## config.mk

```make
export PLATFORM = sky130hd
export DESIGN_NAME = instr_fetch_queue_flat
export DESIGN_NICKNAME = d
export VERILOG_FILES = /design/src/rtl/instr_fetch_queue_if.sv /design/src/rtl/instr_fetch_queue.sv /design/src/flat_wrapper.sv
export SDC_FILE = /design/constraint.sdc
export NUM_CORES = 1
export LEC_CHECK = 0
export BUFFER_PORTS_ARGS = -buffer_cell sky130_fd_sc_hd__buf_2
export CAP_MARGIN = 20
export CORE_MARGIN = 2
export CORE_UTILIZATION = 50
export DETAILED_ROUTE_END_ITERATION = 6
export HOLD_SLACK_MARGIN = 0.15
export PLACE_DENSITY = 0.73
export SLEW_MARGIN = 5
export SYNTH_ARGS = -nofsm -noshare
export SYNTH_HDL_FRONTEND = slang
export SYNTH_SLANG_ARGS = --single-unit
```

## constraint.sdc

```tcl
create_clock -name clk -period 5.6 [get_ports clk]
set_clock_uncertainty 0.15 [all_clocks]
set_input_delay 0.56 -clock clk [delete_from_list [all_inputs] [get_ports clk]]
set_output_delay 0.56 -clock clk [all_outputs]
set_load 0.05 [all_outputs]
```

## src/rtl/instr_fetch_queue_if.sv

```systemverilog
// Handshake bundle between the fetch unit, instruction memory, the fetch queue and decode.
// The slave side is the queue itself; the master side is everything around it.
interface instr_fetch_queue_if #(
    parameter int XLEN  = 32,
    parameter int ILEN  = 32,
    parameter int DEPTH = 4
);
    localparam int CW = $clog2(DEPTH) + 1;

    logic            i_pc_valid;
    logic [XLEN-1:0] i_pc_data;
    logic            o_pc_ready;
    logic            o_im_ren;
    logic [XLEN-1:0] o_im_raddr;
    logic [ILEN-1:0] i_im_rdata;
    logic            i_flush;
    logic            o_id_valid;
    logic            i_id_ready;
    logic [ILEN-1:0] o_id_instr;
    logic [XLEN-1:0] o_id_pc;
    logic [CW-1:0]   o_count;

    modport slave (
        input  i_pc_valid, i_pc_data, i_im_rdata, i_flush, i_id_ready,
        output o_pc_ready, o_im_ren, o_im_raddr, o_id_valid, o_id_instr, o_id_pc, o_count
    );

    modport master (
        output i_pc_valid, i_pc_data, i_im_rdata, i_flush, i_id_ready,
        input  o_pc_ready, o_im_ren, o_im_raddr, o_id_valid, o_id_instr, o_id_pc, o_count
    );
endinterface

```

## src/rtl/instr_fetch_queue.sv

```systemverilog
// Fetch queue: issues one instruction-memory read per accepted PC, captures the word one
// cycle later together with its PC, and presents entries in order to decode.
module instr_fetch_queue #(
    parameter int XLEN  = 32,
    parameter int ILEN  = 32,
    parameter int DEPTH = 4
) (
    input  logic                clk,
    input  logic                rstn,
    instr_fetch_queue_if.slave  bus
);
    localparam int PW = $clog2(DEPTH);
    localparam int CW = PW + 1;

    logic [PW-1:0]   wr_ptr_q, wr_ptr_d;
    logic [PW-1:0]   rd_ptr_q, rd_ptr_d;
    logic [CW-1:0]   count_q, count_d;
    logic            inflight_q, inflight_d;
    logic [XLEN-1:0] pc_inflight_q, pc_inflight_d;

    logic [ILEN-1:0] instr_mem [DEPTH];
    logic [XLEN-1:0] pc_mem [DEPTH];

    logic          pc_ready;
    logic          acc;
    logic          capture;
    logic          id_valid;
    logic          deq;
    logic [CW:0]   occupancy;

    // Slots already promised to an in-flight read count as occupied, and a same-cycle
    // dequeue is deliberately ignored so ready never depends on decode's ready.
    assign occupancy = {1'b0, count_q} + {{CW{1'b0}}, inflight_q};
    assign pc_ready  = rstn & ~bus.i_flush & (occupancy < (CW + 1)'(DEPTH));
    assign acc       = bus.i_pc_valid & pc_ready;
    assign capture   = inflight_q & ~bus.i_flush;
    assign id_valid  = (count_q != '0);
    assign deq       = id_valid & bus.i_id_ready;

    assign bus.o_pc_ready = pc_ready;
    assign bus.o_im_ren   = acc;
    assign bus.o_im_raddr = bus.i_pc_data;
    assign bus.o_id_valid = id_valid;
    assign bus.o_count    = count_q;
    assign bus.o_id_instr = id_valid ? instr_mem[rd_ptr_q] : '0;
    assign bus.o_id_pc    = id_valid ? pc_mem[rd_ptr_q]    : '0;

    always_comb begin
        // NOTE: every variable gets a default first so no path through this block can infer a latch.
        wr_ptr_d      = wr_ptr_q;
        rd_ptr_d      = rd_ptr_q;
        count_d       = count_q;
        inflight_d    = acc;
        pc_inflight_d = acc ? bus.i_pc_data : pc_inflight_q;

        if (bus.i_flush) begin
            wr_ptr_d   = '0;
            rd_ptr_d   = '0;
            count_d    = '0;
            inflight_d = 1'b0;
        end else begin
            wr_ptr_d = wr_ptr_q + PW'(capture);
            rd_ptr_d = rd_ptr_q + PW'(deq);
            count_d  = count_q + CW'(capture) - CW'(deq);
        end
    end

    always_ff @(posedge clk or negedge rstn) begin
        // NOTE: sequential state uses non-blocking assignments so every flop samples pre-edge values.
        if (!rstn) begin
            wr_ptr_q      <= '0;
            rd_ptr_q      <= '0;
            count_q       <= '0;
            inflight_q    <= 1'b0;
            pc_inflight_q <= '0;
        end else begin
            wr_ptr_q      <= wr_ptr_d;
            rd_ptr_q      <= rd_ptr_d;
            count_q       <= count_d;
            inflight_q    <= inflight_d;
            pc_inflight_q <= pc_inflight_d;
        end
    end

    // NOTE: storage is not reset; an empty queue masks the head to zero, so stale words never leak.
    always_ff @(posedge clk) begin
        if (capture) begin
            instr_mem[wr_ptr_q] <= bus.i_im_rdata;
            pc_mem[wr_ptr_q]    <= pc_inflight_q;
        end
    end
endmodule

```

## src/flat_wrapper.sv

```systemverilog
// flat-port wrapper written by rule: the top's interface ports become plain ports
module instr_fetch_queue_flat 
#(
    parameter int XLEN  = 32,
    parameter int ILEN  = 32,
    parameter int DEPTH = 4
)
  (clk, rstn, bus_i_pc_valid, bus_i_pc_data, bus_i_im_rdata, bus_i_flush, bus_i_id_ready, bus_o_pc_ready, bus_o_im_ren, bus_o_im_raddr, bus_o_id_valid, bus_o_id_instr, bus_o_id_pc, bus_o_count);
  instr_fetch_queue_if #(.XLEN(XLEN), .ILEN(ILEN), .DEPTH(DEPTH)) bus_i ();
  input  logic clk;
  input  logic rstn;
  input wire logic [$bits(bus_i.i_pc_valid)-1:0] bus_i_pc_valid;
  input wire logic [$bits(bus_i.i_pc_data)-1:0] bus_i_pc_data;
  input wire logic [$bits(bus_i.i_im_rdata)-1:0] bus_i_im_rdata;
  input wire logic [$bits(bus_i.i_flush)-1:0] bus_i_flush;
  input wire logic [$bits(bus_i.i_id_ready)-1:0] bus_i_id_ready;
  output wire logic [$bits(bus_i.o_pc_ready)-1:0] bus_o_pc_ready;
  output wire logic [$bits(bus_i.o_im_ren)-1:0] bus_o_im_ren;
  output wire logic [$bits(bus_i.o_im_raddr)-1:0] bus_o_im_raddr;
  output wire logic [$bits(bus_i.o_id_valid)-1:0] bus_o_id_valid;
  output wire logic [$bits(bus_i.o_id_instr)-1:0] bus_o_id_instr;
  output wire logic [$bits(bus_i.o_id_pc)-1:0] bus_o_id_pc;
  output wire logic [$bits(bus_i.o_count)-1:0] bus_o_count;
  assign bus_i.i_pc_valid = bus_i_pc_valid;
  assign bus_i.i_pc_data = bus_i_pc_data;
  assign bus_i.i_im_rdata = bus_i_im_rdata;
  assign bus_i.i_flush = bus_i_flush;
  assign bus_i.i_id_ready = bus_i_id_ready;
  assign bus_o_pc_ready = bus_i.o_pc_ready;
  assign bus_o_im_ren = bus_i.o_im_ren;
  assign bus_o_im_raddr = bus_i.o_im_raddr;
  assign bus_o_id_valid = bus_i.o_id_valid;
  assign bus_o_id_instr = bus_i.o_id_instr;
  assign bus_o_id_pc = bus_i.o_id_pc;
  assign bus_o_count = bus_i.o_count;
  instr_fetch_queue #(.XLEN(XLEN), .ILEN(ILEN), .DEPTH(DEPTH)) u_core (.clk(clk), .rstn(rstn), .bus(bus_i));
endmodule
```

==> run summary, run 1 <==
DRT iter0 DRCs - 284
Hold Fails Final Rpt - 0
Share of cells above drive strength 1 - 42.28%
Drt via density - 5.409
Kind of critical path - reg2out
Setup violators final - 0
Synth unique cells - 27
Largest net degree at the start of global routing - 66
Worst hold slack - 0.1798 ns
RSZ-0062 raised after global routing - false
Tot Pwr - 7.404 mW
Crit path max fanout - 32
GRT overflow - 0
Vias in the first global route - 6400
Worst vdd rail ir drop - 0.3744 mV
Area contributors post-synth - edfxtp_1 67%, mux4_2 12%, dfrtp_1 8.7%
Global-route wire length before repair - 34900 um
F_max - 280.3 MHz
Final wirelength - 22440 um
PD cells - 516.1 nW/um2
DRT Pass-1 Iters - 6
Max-slew violations - 0
Max-cap violations - 0
Residual DRC - 0
Arrival time of the worst setup path - 2.86 ns
Core ar. - 22640 um2
Clock sink total - 296
Antenna violations before repair - 1
Die W - 156 um
Most frequent cell after synthesis - edfxtp_1
Multi-input logic area - 2489 um2
Leakage power - 5.186 nW
Synthesized instance count - 548
Dpl hpwl - 12640 um
Final core occ - 63.37%
Final #Nets - 841
Critical Path Source Type - flip-flop
Root buffer cell - clkbuf_16
Initial Util - 51.03%
# resized after CTS - 0
Die Ht - 156 um
H-tree depth reported by CTS - 1
Worst-path clk slew - 0.06 ns
Worst skew pair latency - 0.53 ns
DR vias - 5820
Gpl congestion - 0.7653
Critical Path Sink Type - output port
Predominant post-synthesis flop cell - edfxtp_1
Io pins - 171
Post-Synthesis Cell Area - 11550 um2
Fillers - 1571
Final critical-path required period - 3.567 ns
Synth Register Bits - 296
DRT antenna net count - 0
Status - finished, final reports clean
Post-CTS Setup Bufs - 0
Fraction of registers with async set/reset - 13.51%
Post-synth top area share - 66.54%
Tcrit/Tclk final - 63.70%
Standard-cell rows - 55
Avg WL per Cell - 20.85 um
EDFF count, synth - 256
Syn Area/Cell - 21.08 um2
Syn. warnings - 0
Global Route Usage Sum - 18.79%
Die area - 24340 um2
Register area - 8696 um2
Post-route setup TNS - 0 ns
Post-synthesis sequential area ratio - 75.21%
Top post-synthesis cells by count - 256 x edfxtp_1, 65 x and2_1, 64 x mux4_2
Syn_nets - 623
Worst Max-Slew Pin Slew - 1.041 ns
Synth-to-layout area growth - 24.20%
HP Class - in2reg
Port bufs - 170
Maximum clock path buffer count - 3
Worst slew margin - 30.60%
Biggest area consumer among synthesized cells - edfxtp_1
CTS tree - built
Req. time, crit path - 4.89 ns
Total CTS buffers - 30
## final cells by class
class,instances,share of cell area (%)
Sequential cell,296,60.61
Tap cell,285,2.485
Multi-Input combinational cell,191,17.35
Clock inverter,22,2.703
Antenna cell,1,0.01744
Timing Repair Buffer,243,11.25
Inverter,4,0.1046
Clock buffer,34,5.485
## state kept, by name, summed over array words and instances (netlist names)
signal                flops
u_core.rd_ptr_q           2
u_core.wr_ptr_q           2
u_core.instr_mem        128
u_core.pc_inflight_q     32
u_core.inflight_q         1
u_core.bus.o_count        3
u_core.pc_mem           128
## stage by stage
step / setup WS [ns] / std cells / instance area (um2)
after floorplan: 1.248 / 548 / 11560
after global placement: 2.290 / 951 / 12440
after detailed placement: 2.282 / 953 / 12490
after CTS: 1.702 / 1074 / 14320
after global routing: 1.799 / 1076 / 14350
final: 2.033 / 1076 / 14350
## critical path: stages, from the launching register on
cell and delay, ns:
dfrtp_4 0.74, buf_16 0.31, buf_4 0.33, mux4_2 0.54
and2_1 0.18, buf_2 0.21
## cells in the final DEF, fill, tap and decap left out, types with 2 or more instances in the layout
cell type | synthesis | layout
ha_1 | 5 | 5
clkinv_2 | 0 | 6
and2_1 | 65 | 65
clkinv_1 | 0 | 3
dfrtp_1 | 40 | 38
bufinv_16 | 0 | 11
edfxtp_1 | 256 | 256
mux4_2 | 64 | 64
nor2_1 | 5 | 4
nor2b_1 | 4 | 4
clkbuf_16 | 0 | 31
mux2_2 | 32 | 32
dfrtp_4 | 0 | 2
xnor2_1 | 3 | 3
clkbuf_1 | 9 | 3
buf_4 | 38 | 5
buf_2 | 7 | 170
buf_16 | 0 | 2
dlygate4sd3_1 | 0 | 65
inv_1 | 4 | 4
## routing by layer
layer,routed length (um),global-route usage [%]
met4,423,4.238
met1,9285,24.24
met2,11530,33.46
met3,1196,3.472
met5,0,0
## report_power, final
part           switching [mW]  internal (mW)
logic                    1.49          0.772
clock network           0.799           1.51
registers               0.202           2.62
total                    2.50           4.91
## worst paths after layout
check                                    startpoint                  endpoint  slack [ns]  depth (start not counted)
max reg2reg                       u_core.inflight_q   u_core.instr_mem[2][27]        2.69                          4
min                               bus_i_pc_data[31]  u_core.pc_inflight_q[31]        0.18                          2
min reg2reg                u_core.pc_inflight_q[24]      u_core.pc_mem[2][24]        0.36                          0
max                              u_core.rd_ptr_q[0]           bus_o_id_pc[10]        2.03                          5
min in group asynchronous                      rstn   u_core.pc_inflight_q[1]        0.61                          3
max in group asynchronous                      rstn        u_core.rd_ptr_q[1]        4.22                          3
## logic make-up after synthesis
| group | after synthesis | synth area share [%] |
|---|---|---|
| flip-flops | 296 | 75.21 |
| XOR/XNOR | 3 | 0.2275 |
| adder cells (fa/ha/maj) | 6 | 0.7148 |
| AO/OA/AOI/OAI | 4 | 0.3900 |
| AND/OR/NAND/NOR | 82 | 4.376 |
| buffers and inverters | 61 | 3.487 |
| multiplexers | 96 | 15.60 |
## what timing repair did
item / in CTS / in global routing
endpoints found under the hold margin: 202 / 0
hold buffers: 65 / 0
endpoints found under the setup margin: 0 / 0
Power figures use the tool's default switching activity.
==> run 2, diff against run 1 <==
- ABC_AREA: not set -> 1
- clock period: 5.6 -> 3.27 ns (I/O delays scaled with it)
==> run summary, run 2 <==
Residual DRC - 0
Commonest non-fill, non-tap cell in the layout - nor2_1
Most frequent cells in the layout - 265 x nor2_1, 256 x edfxtp_1, 170 x buf_2
CP delay by family, top - buffers and inverters
DRT antenna net count - 0
Final wirelength - 26210 um
Worst-path clk slew - 0.06 ns
Critical path buffer and inverter count - 3
Worst vdd rail ir drop - 0.5249 mV
Synth Register Bits - 296
Final critical-path required period - 3.014 ns
Multi-input logic area - 2945 um2
Initial Util - 50.77%
Crit path max fanout - 62
Global-route wire length before repair - 41230 um
DRT Pass-1 Iters - 6
Max-cap violations - 0
Slowest stage delay, CP - 0.64 ns
Syn Area/Cell - 12.45 um2
Worst hold slack - 0.2289 ns
Combinational family with the most area after synthesis - simple AND/OR/NAND/NOR gates
Clock sink total - 296
Antenna diodes - 0
Area contributors post-synth - edfxtp_1 63%, dfrtp_1 8.2%, nor2_1 8.1%
EDFF count, synth - 256
H-tree depth reported by CTS - 1
Die W - 160.7 um
Die area - 25820 um2
Worst Max-Slew Pin Slew - 0.8845 ns
Most frequent cell after synthesis - nor2_1
Maximum clock path buffer count - 3
Antenna violations before repair - 1
Synth-to-layout area growth - 20.76%
Tcrit/Tclk final - 92.16%
Worst skew pair latency - 0.54 ns
Top post-synthesis cells by count - 265 x nor2_1, 256 x edfxtp_1, 119 x o21ai_1
Total CTS buffers - 28
PD cells - 873.9 nW/um2
Hold Fails Final Rpt - 0
CTS tree - built
HP Class - in2reg
Status - finished, final reports clean
Setup violators final - 0
Critical Path Source Type - flip-flop
DR vias - 7900
Leakage power - 5.681 nW
Synth Area in Compound Gates - 7.828%
Multiplexer share of the synthesized area - 0%
Io pins - 171
Post-Synth XOR/XNOR Area - 0.2140%
Crit-path cells - inv_4 > buf_12 > o21ai_1 > a21oi_1 > buf_2
Global Route Usage Sum - 20.19%
Core ar. - 24180 um2
Avg WL per Cell - 17.20 um
Synth unique cells - 28
Tot Pwr - 12.96 mW
Worst path slowest cell - dfrtp_4
Post-synth top area share - 62.62%
Syn_nets - 1061
Largest registers - u_core.instr_mem: 128 flops, u_core.pc_mem: 128 flops, u_core.pc_inflight_q: 32 flops
GRT overflow - 0
Req. time, crit path - 2.79 ns
Port bufs - 170
Final core occ - 61.32%
RSZ-0062 raised after global routing - false
F_max - 331.8 MHz
Synthesized instance count - 986
Adder-Cell Fraction of Synth Area - 0.6727%
Post-Synthesis Cell Area - 12280 um2
Post-synthesis simple-gate area fraction - 14.86%
DRT iter0 DRCs - 726
Arrival time of the worst setup path - 2.54 ns
Predominant post-synthesis flop cell - edfxtp_1
Kind of critical path - reg2out
Die Ht - 160.7 um
Vias in the first global route - 7985
Fillers - 1834
Standard-cell rows - 57
Biggest area consumer among synthesized cells - edfxtp_1
Post-synthesis sequential area ratio - 70.78%
Share of cells above drive strength 1 - 25.67%
Register area - 8693 um2
Critical Path Sink Type - output port
Fraction of registers with async set/reset - 13.51%
Place WS - 0.6993 ns
# resized after CTS - 0
Post-route setup TNS - 0 ns
Worst setup margin - 0.2565 ns
Worst slew margin - 41.03%
Drt via density - 5.184
Syn. warnings - 0
Final #Nets - 1253
Max-slew violations - 0
Root buffer cell - clkbuf_16
Largest net degree at the start of global routing - 86
Dpl hpwl - 14380 um
Gpl congestion - 0.7226
[run 2: path summary, 6_finish.rpt]
kind                                               from                        to  slack, ns  depth (start not counted)
worst min-delay path                     bus_i_pc_valid  u_core.pc_inflight_q[10]       0.23                          4
min in group asynchronous                          rstn  u_core.pc_inflight_q[16]       0.36                          3
max in group asynchronous                          rstn        u_core.rd_ptr_q[0]       2.15                          3
worst max-delay path                 u_core.rd_ptr_q[0]         bus_o_id_instr[6]       0.26                          5
worst min register to register  u_core.pc_inflight_q[9]       u_core.pc_mem[0][9]       0.38                          0
worst max register to register    u_core.bus.o_count[1]  u_core.pc_inflight_q[23]       1.04                          8
[run 2: what timing repair did]
| action | 4_1_cts | 5_1_grt |
|---|---|---|
| hold endpoints to repair | 207 | 0 |
| hold buffers | 66 | 0 |
| buffers inserted | 0 | 1 |
| setup endpoints to repair | 0 | 1 |
[run 2: per-stage QoR]
step | area, um2 | std cells
finish | 14820 | 1524
global route | 14820 | 1524
CTS | 14800 | 1523
floorplan | 12300 | 986
global placement | 13170 | 1405
detailed placement | 13170 | 1405
[run 2: cell type report]
type | count | share of cell area [%]
Clock buffer | 37 | 5.300
Clock inverter | 15 | 1.232
Sequential cell | 296 | 58.64
Inverter | 20 | 0.5402
Multi-Input combinational cell | 576 | 19.87
Tap cell | 324 | 2.735
Timing Repair Buffer | 256 | 11.68
[run 2: cell families after synthesis]
| logic type | after synthesis |
|---|---|
| buffers and inverters | 114 |
| adder cells (fa/ha/maj) | 6 |
| flip-flops | 296 |
| XOR/XNOR | 3 |
| AO/OA/AOI/OAI | 192 |
| AND/OR/NAND/NOR | 375 |
[run 2: worst register-to-register path, delay by kind of cell (launching register included)]
family	cells	cell delay [ns]
adder cells (fa/ha/maj)	1	0.25
AND/OR/NAND/NOR	5	0.59
flip-flops	1	0.48
buffers and inverters	2	0.67
[run 2: report_power, final]
part	leakage (nW)	switching, mW	internal [mW]
clock	0.467	1.32	2.01
sequential	2.82	0.333	4.45
combinational	2.39	3.65	1.19
[run 2: routing by layer]
metal  track usage, %  vias up  share of wire (%)
li1                 -     3799                  -
met1            25.59     3821                 42
met2            37.11      248                 51
met3            2.712       32                5.3
met4            4.423        0                1.6
met5                0        -                  0
